File: config.mk
export PLATFORM = sky130hd
export DESIGN_NAME = uart_rx
export DESIGN_NICKNAME = d
export VERILOG_FILES = /design/src/rtl/uart_rx_pkg.sv /design/src/rtl/uart_rx_sync_2ff.sv /design/src/rtl/uart_rx.sv
export SDC_FILE = /design/constraint.sdc
export NUM_CORES = 1
export LEC_CHECK = 0
export BUFFER_PORTS_ARGS = -buffer_cell sky130_fd_sc_hd__buf_2
export CORE_ASPECT_RATIO = 1.5
export CORE_MARGIN = 2
export CORE_UTILIZATION = 50
export DETAILED_ROUTE_END_ITERATION = 12
export PLACE_DENSITY = 0.73
export SYNTH_ARGS = -nofsm -noshare
export SYNTH_HDL_FRONTEND = slang
export SYNTH_SLANG_ARGS = --single-unit
export TNS_END_PERCENT = 20
File: constraint.sdc
create_clock -name i_clk -period 1.4 [get_ports i_clk]
set_input_delay 0.07 -clock i_clk [delete_from_list [all_inputs] [get_ports i_clk]]
set_output_delay 0.07 -clock i_clk [all_outputs]
set_load 0.005 [all_outputs]
File: src/rtl/uart_rx_pkg.sv
// Shared UART receive definitions: FSM state encodings, oversampling factor
// and a constant-evaluable clog2 used to size counters.
package uart_rx_pkg;

  localparam int OVERSAMPLE  = 16;
  localparam int NB_DATA_DEF = 8;

  localparam logic [1:0] ST_IDLE  = 2'd0;
  localparam logic [1:0] ST_START = 2'd1;
  localparam logic [1:0] ST_DATA  = 2'd2;
  localparam logic [1:0] ST_STOP  = 2'd3;

  function automatic int clog2(input int value);
    int r;
    r = 0;
    while ((1 << r) < value) r++;
    return r;
  endfunction

endpackage

File: src/rtl/uart_rx_sync_2ff.sv
// Two-flop synchronizer for asynchronous single-bit inputs; both stages
// reset to RESET_VAL so an idle-high line does not look like a start edge.
module sync_2ff #(
  parameter logic RESET_VAL = 1'b0
) (
  input  logic i_clk,
  input  logic i_reset,
  input  logic i_d,
  output logic o_q
);

  logic r_meta;
  logic r_sync;

  always_ff @(posedge i_clk) begin
    if (i_reset) begin
      r_meta <= RESET_VAL;
      r_sync <= RESET_VAL;
    end else begin
      r_meta <= i_d;
      r_sync <= r_meta;
    end
  end

  assign o_q = r_sync;

endmodule

File: src/rtl/uart_rx.sv
// 16x oversampling UART receiver: centre-samples start, data (LSB first) and
// stop bits, emitting a one-cycle done pulse with framing-error status.
module uart_rx
  import uart_rx_pkg::*;
#(
  parameter int NB_DATA = NB_DATA_DEF,
  parameter int SB_TICK = OVERSAMPLE
) (
  input  logic               i_clk,
  input  logic               i_reset,
  input  logic               i_tick,
  input  logic               i_rx,
  output logic [NB_DATA-1:0] o_rx_data,
  output logic               o_rx_done,
  output logic               o_frame_err,
  output logic [1:0]         o_dbg_state
);

  // One tick counter serves all states, so it must be wide enough for STOP.
  localparam int TW_STOP = clog2(SB_TICK);
  localparam int TW      = (TW_STOP > 4) ? TW_STOP : 4;
  localparam int BW      = (clog2(NB_DATA) > 0) ? clog2(NB_DATA) : 1;

  localparam logic [TW-1:0] TICK_MID  = TW'(OVERSAMPLE / 2 - 1);
  localparam logic [TW-1:0] TICK_LAST = TW'(OVERSAMPLE - 1);
  localparam logic [TW-1:0] STOP_LAST = TW'(SB_TICK - 1);
  localparam logic [BW-1:0] BIT_LAST  = BW'(NB_DATA - 1);

  logic               w_rx_s;
  logic [1:0]         r_state;
  logic               r_armed;
  logic [TW-1:0]      r_tick_cnt;
  logic [BW-1:0]      r_bit_cnt;
  logic [NB_DATA-1:0] r_shift;
  logic [NB_DATA-1:0] r_data;
  logic               r_done;
  logic               r_ferr;

  sync_2ff #(.RESET_VAL(1'b1)) u_rx_sync (
    .i_clk   (i_clk),
    .i_reset (i_reset),
    .i_d     (i_rx),
    .o_q     (w_rx_s)
  );

  always_ff @(posedge i_clk) begin
    if (i_reset) begin
      r_state    <= ST_IDLE;
      r_armed    <= 1'b1;
      r_tick_cnt <= '0;
      r_bit_cnt  <= '0;
      r_shift    <= '0;
      r_data     <= '0;
      r_done     <= 1'b0;
      r_ferr     <= 1'b0;
    end else begin
      r_done <= 1'b0;
      case (r_state)
        // A break leaves armed cleared, so the line must go high before
        // another start edge is accepted.
        ST_IDLE: begin
          if (w_rx_s) begin
            r_armed <= 1'b1;
          end else if (r_armed) begin
            r_state    <= ST_START;
            r_tick_cnt <= '0;
          end
        end
        ST_START: if (i_tick) begin
          if (r_tick_cnt == TICK_MID) begin
            r_tick_cnt <= '0;
            r_bit_cnt  <= '0;
            r_state    <= w_rx_s ? ST_IDLE : ST_DATA;
          end else begin
            r_tick_cnt <= r_tick_cnt + TW'(1);
          end
        end
        ST_DATA: if (i_tick) begin
          if (r_tick_cnt == TICK_LAST) begin
            r_shift    <= {w_rx_s, r_shift[NB_DATA-1:1]};
            r_tick_cnt <= '0;
            if (r_bit_cnt == BIT_LAST) r_state <= ST_STOP;
            else                       r_bit_cnt <= r_bit_cnt + BW'(1);
          end else begin
            r_tick_cnt <= r_tick_cnt + TW'(1);
          end
        end
        ST_STOP: if (i_tick) begin
          if (r_tick_cnt == STOP_LAST) begin
            r_data     <= r_shift;
            r_ferr     <= ~w_rx_s;
            r_done     <= 1'b1;
            r_tick_cnt <= '0;
            r_state    <= ST_IDLE;
            if (!w_rx_s) r_armed <= 1'b0;
          end else begin
            r_tick_cnt <= r_tick_cnt + TW'(1);
          end
        end
        default: r_state <= ST_IDLE;
      endcase
    end
  end

  assign o_rx_data   = r_data;
  assign o_rx_done   = r_done;
  assign o_frame_err = r_ferr;
  assign o_dbg_state = r_state;

endmodule

==> out/metrics.cfg, run 1 <==
[global_route]
grt_pass1_vias=1105
grt_util_all_layers_pct=22.8
overflow=0
grt_start_max_net_pins=17
antenna_found_initial=0
grt_pass1_wl_um=4830

[layout]
finalNonFillerCells=194
fin_nets=176
final_core_util_pct=68.2
diodes=0
layout-drive-gt1-share_pct=38.8
fill_cells=193
design_area_mm2=0.00167
final_cell_mix=dfxtp_1 (25), nor2_1 (19), buf_4 (19), mux2i_1 (16), buf_2 (15)
final_common_cell=dfxtp_1
areaGrowthSynthToFinish_pct=29.1

[power]
pwr-share-seq_pct=54.6
comb_power_share_pct=3.8
p_sw_mw=0.324
power.share.clock_pct=41.6
powerDensity_mw_per_mm2=949
p_sw_share_pct=20.4
peakVddDrop_mv=0.804
p_leak_nw=0.652
p_int_mw=1.26

[drt]
routed_wl_um=2780
highest_layer=met4
dr_wl_met2_um=1510
dr.first_iter.drc_count=25
drc=0
drtAntennaViolNets=0
drt-met1-wl_um=1060
first_pass_iters=4
routedWlPerCell_um=14.3
met3_length_um=100
vias=1098
post_drt_via_cell_ratio=5.66

[synthesis]
synth_top_cell_by_area=dfxtp_1
ys_warn_count=0
synth_xor_area_share_pct=0.676
syn-cell-area_mm2=0.00129
synth_cells=135
synth_compound_area_share_pct=9.57
avgSynthCellArea_um2=9.59
synth_edf_count=0
synth_fa_ha_area_share_pct=2.90
ys_types=38
synth_ff_type=dfxtp_1
netlist.area_leader.share_pct=46.4
muxShareOfSynthArea_pct=12.4
seq_area_frac_synth_pct=46.4
async_flop_share_pct=0
synth_seq_cells=30
yosys.area_share.simple_pct=22.4
synth_top_family_by_area=simple AND/OR/NAND/NOR gates
synth_fp_nets=142
ys_top_cells_by_area=dfxtp_1 (46%), mux2i_1 (12%), nor2_1 (5.5%)

[setup_path]
cp_max_fo=3
start_kind=register
required_ns=1.63
crit_arrival_ns=1.65
rrSetupSlack_ns=-0.02
path_class=register to register
cp-end-kind=register

[sta]
fin_crit_ns=1.42
slew_viol_final=0
worst_slack_ns=-0.0247
finClkSkew_ns=0.00720
worstMarginPinSlew_ns=0.388
setup_violations=8
final_hold_viol_count=0
max_slew_margin_pct=73.7
rsz0062_at_grt=yes
setup-tns-final_ns=-0.106
max_freq_mhz=702
fin_crit_sh_pct=102

[placed_design]
place_area_mm2=0.00153
globalplace.congestion=0.748
pre_cts_ws_ns=-0.0590
dp_hpwl_um=2060
placed_cells=184
port_buffers=15

[cts]
worstSkewPairLatency_ns=0.33
cts_buffers=5
cts_root_buf=clkbuf_4
cts_tree=done
cts_max_level=2
clock-sinks=30
clk_pin_slew_worst_paths_ns=0.09
cts_buffer_depth=2

[job]
max-cap-violations=0

[run_status]
violations=setup timing
status=finished, violations left

[floorplanning]
die_area_mm2=0.00302
initial_core_util_pct=52.9
row_count=22
die_h_um=66.3
core-area_mm2=0.00245
pin_count=16
die_w_um=45.6

[worst_hold_path]
hold_class=input port to register

[cell type report]
type / count / area (um^2) / share of cell area [%]
sequential: 30 / 607 / 36.3
timing repair buffer: 37 / 250 / 15.0
multi-input combinational: 90 / 691 / 41.3
tap: 24 / 30.0 / 1.80
inverter: 5 / 18.8 / 1.12
clock buffer: 7 / 45.0 / 2.69
clock inverter: 1 / 30.0 / 1.80
[critical path, cell delays in order (launching register included)]
cell,delay (ns)
dfxtp_2,0.35
ha_4,0.16
ha_4,0.16
or4_4,0.51
nand3_2,0.09
a21oi_2,0.05
[repair_timing]
item	in CTS	in global routing
hold buffers	1	0
endpoints found under the hold margin	1	0
buffers inserted	1	0
gates resized for setup	9	2
pin swaps	2	3
setup endpoints to repair	20	23
[through the flow]
stage,hold WS (ns),power [mW]
floorplan,0.174,0.921
global placement,0.253,0.941
detailed placement,0.261,0.943
CTS,0.0799,1.61
global route,0.0824,1.65
finish,0.0912,1.59
[layer usage]
metal	vias up	GRT usage [%]
met1	513	23.4
li1	543	-
met3	13	7.65
met5	-	0
met4	0	12.5
met2	29	38.6
[synth_stat cells (2+ instances only)]
| cell | number |
|---|---|
| nor2_1 | 19 |
| nand2_1 | 7 |
| nand4_1 | 3 |
| nand3_1 | 7 |
| a21oi_1 | 5 |
| buf_2 | 4 |
| inv_1 | 5 |
| clkbuf_1 | 3 |
| o21ai_0 | 4 |
| nand4b_1 | 3 |
| or2_2 | 2 |
| ha_1 | 3 |
| dfxtp_1 | 30 |
| mux2i_1 | 16 |
[cells by family (layout without fill, tap and decap cells)]
kind of cell             after synthesis  in the layout
XOR/XNOR                               1              1
adder cells (fa/ha/maj)                3              3
AND/OR/NAND/NOR                       52             52
flip-flops                            30             30
buffers and inverters                 15             50
multiplexers                          16             16
AO/OA/AOI/OAI                         18             18
[sequential cells by signal (all words and copies together), names as in the netlist, named ones only]
register	cells
r_tick_cnt	4
r_bit_cnt	3
u_rx_sync.r_meta	1
o_frame_err	1
o_rx_data	8
o_dbg_state	1
r_shift	8
r_armed	1
u_rx_sync.o_q	1
o_rx_done	1
[power groups by stage]
stage / registers, mW / logic [mW] / clock network, mW
floorplan: 0.882 / 0.0383 / 0
global placement: 0.885 / 0.0554 / 0
detailed placement: 0.885 / 0.0578 / 0
CTS: 0.866 / 0.0605 / 0.680
global route: 0.867 / 0.0672 / 0.720
finish: 0.866 / 0.0608 / 0.659
[path summary, 6_finish.rpt]
kind | start | to | depth (start not counted)
setup / recovery | r_bit_cnt[0] | r_bit_cnt[1] | 5
hold reg to reg | u_rx_sync.r_meta | u_rx_sync.o_q | 1
hold / removal | i_reset | r_shift[1] | 2
setup reg to reg | r_bit_cnt[0] | r_bit_cnt[1] | 5
Note: power is estimated with default switching activity, not from simulation.
==> run 2: changes to the inputs <==
--- a/config.mk
+++ b/config.mk
@@ -11,6 +11,7 @@
 export CORE_UTILIZATION = 50
 export DETAILED_ROUTE_END_ITERATION = 12
 export PLACE_DENSITY = 0.73
+export SKIP_LAST_GASP = 1
 export SYNTH_ARGS = -nofsm -noshare
 export SYNTH_HDL_FRONTEND = slang
 export SYNTH_SLANG_ARGS = --single-unit
==> run 2 against run 1 <==
Against the previous run: the run still ends with setup timing left; via count fell by 0.27%; first-iteration DRC count rose by 68%; critical path depth did not move; register-to-register slack barely moved; clock skew barely moved; clock power barely moved; clock-buffer cell count did not move; non-clock buffer count did not move; final cell count did not move; hold slack barely moved; routed wire length rose by 0.43%; global-route usage did not move.
==> out/metrics.cfg, run 2 (synthesis results as in run 1) <==
[floorplanning]
die_area_mm2=0.00302
pin_count=16
die_h_um=66.3
die_w_um=45.6
core-area_mm2=0.00245
initial_core_util_pct=52.9
row_count=22

[sta]
slew_viol_final=0
whs_ns=0.0915
worst_slack_ns=-0.0248
worstMarginPinSlew_ns=0.354
max_freq_mhz=702
fin_crit_ns=1.42
fin_crit_sh_pct=102
setup_violations=4
rsz0062_at_grt=yes
finClkSkew_ns=0.00750
max_slew_margin_pct=75.8
final_hold_viol_count=0

[power]
power.share.clock_pct=41.6
p_leak_nw=0.658
peakVddDrop_mv=0.809
p_sw_share_pct=20.6
p_int_mw=1.26
comb_power_share_pct=3.9
pwr-share-seq_pct=54.5
p_sw_mw=0.327
powerDensity_mw_per_mm2=943

[cts]
cts_buffer_depth=2
worstSkewPairLatency_ns=0.33
cts_max_level=2
clock-sinks=30
clk_pin_slew_worst_paths_ns=0.09
cts_buffers=5
cts_root_buf=clkbuf_4
cts_tree=done

[drt]
post_drt_via_cell_ratio=5.64
routed_wl_um=2790
drc=0
first_pass_iters=4
routedWlPerCell_um=14.4
drtAntennaViolNets=0
vias=1095
dr.first_iter.drc_count=42

[layout]
areaGrowthSynthToFinish_pct=30.1
layout-drive-gt1-share_pct=39.4
diodes=0
finalNonFillerCells=194
final_core_util_pct=68.8
fin_nets=176
final_common_cell=dfxtp_1
final_cell_mix=dfxtp_1 (25), nor2_1 (19), buf_4 (17), mux2i_1 (16), buf_2 (15)

[global_route]
grt_start_max_net_pins=17
grt_util_all_layers_pct=22.8
grt_pass1_wl_um=4830
antenna_found_initial=0
overflow=0
grt_pass1_vias=1105

[placed_design]
dp_hpwl_um=2060
placed_cells=184
port_buffers=15
globalplace.congestion=0.748

[setup_path]
path_class=register to register
start_kind=register
cp_max_fo=3
cp-end-kind=register
crit_arrival_ns=1.65
required_ns=1.63

[run_status]
violations=setup timing
status=finished, violations left

[job]
max-cap-violations=0

[worst_hold_path]
hold_class=input port to register

-- run 2: cell counts in the layout (fill, tap and decap cells not counted) --
No cell type changed its count.
-- run 2: stage by stage --
step	power, mW	setup WS, ns	TNS, ns	instance area, um^2
after global placement	0.941	-0.0152	-0.0382	1530
after CTS	1.61	-0.0567	-0.564	1660
after detailed placement	0.943	-0.0590	-0.421	1530
after floorplan	0.921	-0.00475	-0.00924	1330
final	1.59	-0.0248	-0.0661	1690
after global routing	1.65	-0.107	-1.07	1690
-- run 2: repair_timing --
action,in CTS,in global routing
setup buffers,1,0
hold endpoints to repair,1,0
gates resized for setup,7,7
pin swaps,1,5
hold buffers,1,0
endpoints found under the setup margin,20,23
gates cloned,0,0
-- run 2: critical path: stages (launching register included) --
cell and delay (ns):
dfxtp_2 0.35, ha_4 0.16, ha_4 0.16, or4_4 0.51
nand3_2 0.09, a21oi_2 0.05
-- run 2: layer usage --
layer,vias up,wire length [um],global-route usage [%]
li1,547,-,-
met1,515,1070,23.4
met2,23,1530,38.6
met3,10,96,7.65
met4,0,86,12.5
met5,-,0,0
-- run 2: worst paths after layout --
check	end	cells past startpoint	slack (ns)	startpoint
worst min register to register	u_rx_sync.o_q	1	0.42	u_rx_sync.r_meta
worst max register to register	r_bit_cnt[1]	5	-0.02	r_bit_cnt[0]
worst min-delay path	r_shift[1]	2	0.09	i_reset
worst max-delay path	r_bit_cnt[1]	5	-0.02	r_bit_cnt[0]
-- run 2: power groups by stage --
stage | clock (mW) | combinational (mW) | sequential, mW
after global routing | 0.720 | 0.0681 | 0.867
after detailed placement | 0 | 0.0578 | 0.885
after floorplan | 0 | 0.0383 | 0.882
final | 0.662 | 0.0614 | 0.866
after CTS | 0.680 | 0.0605 | 0.865
after global placement | 0 | 0.0554 | 0.885
-- run 2: area by class of cell --
class                           count  area [um^2]
Clock buffer                        7         45.0
Sequential cell                    30          607
Clock inverter                      1         30.0
Tap cell                           24         30.0
Inverter                            5         18.8
Fill cell                         189          764
Multi-Input combinational cell     90          697
Timing Repair Buffer               37          258
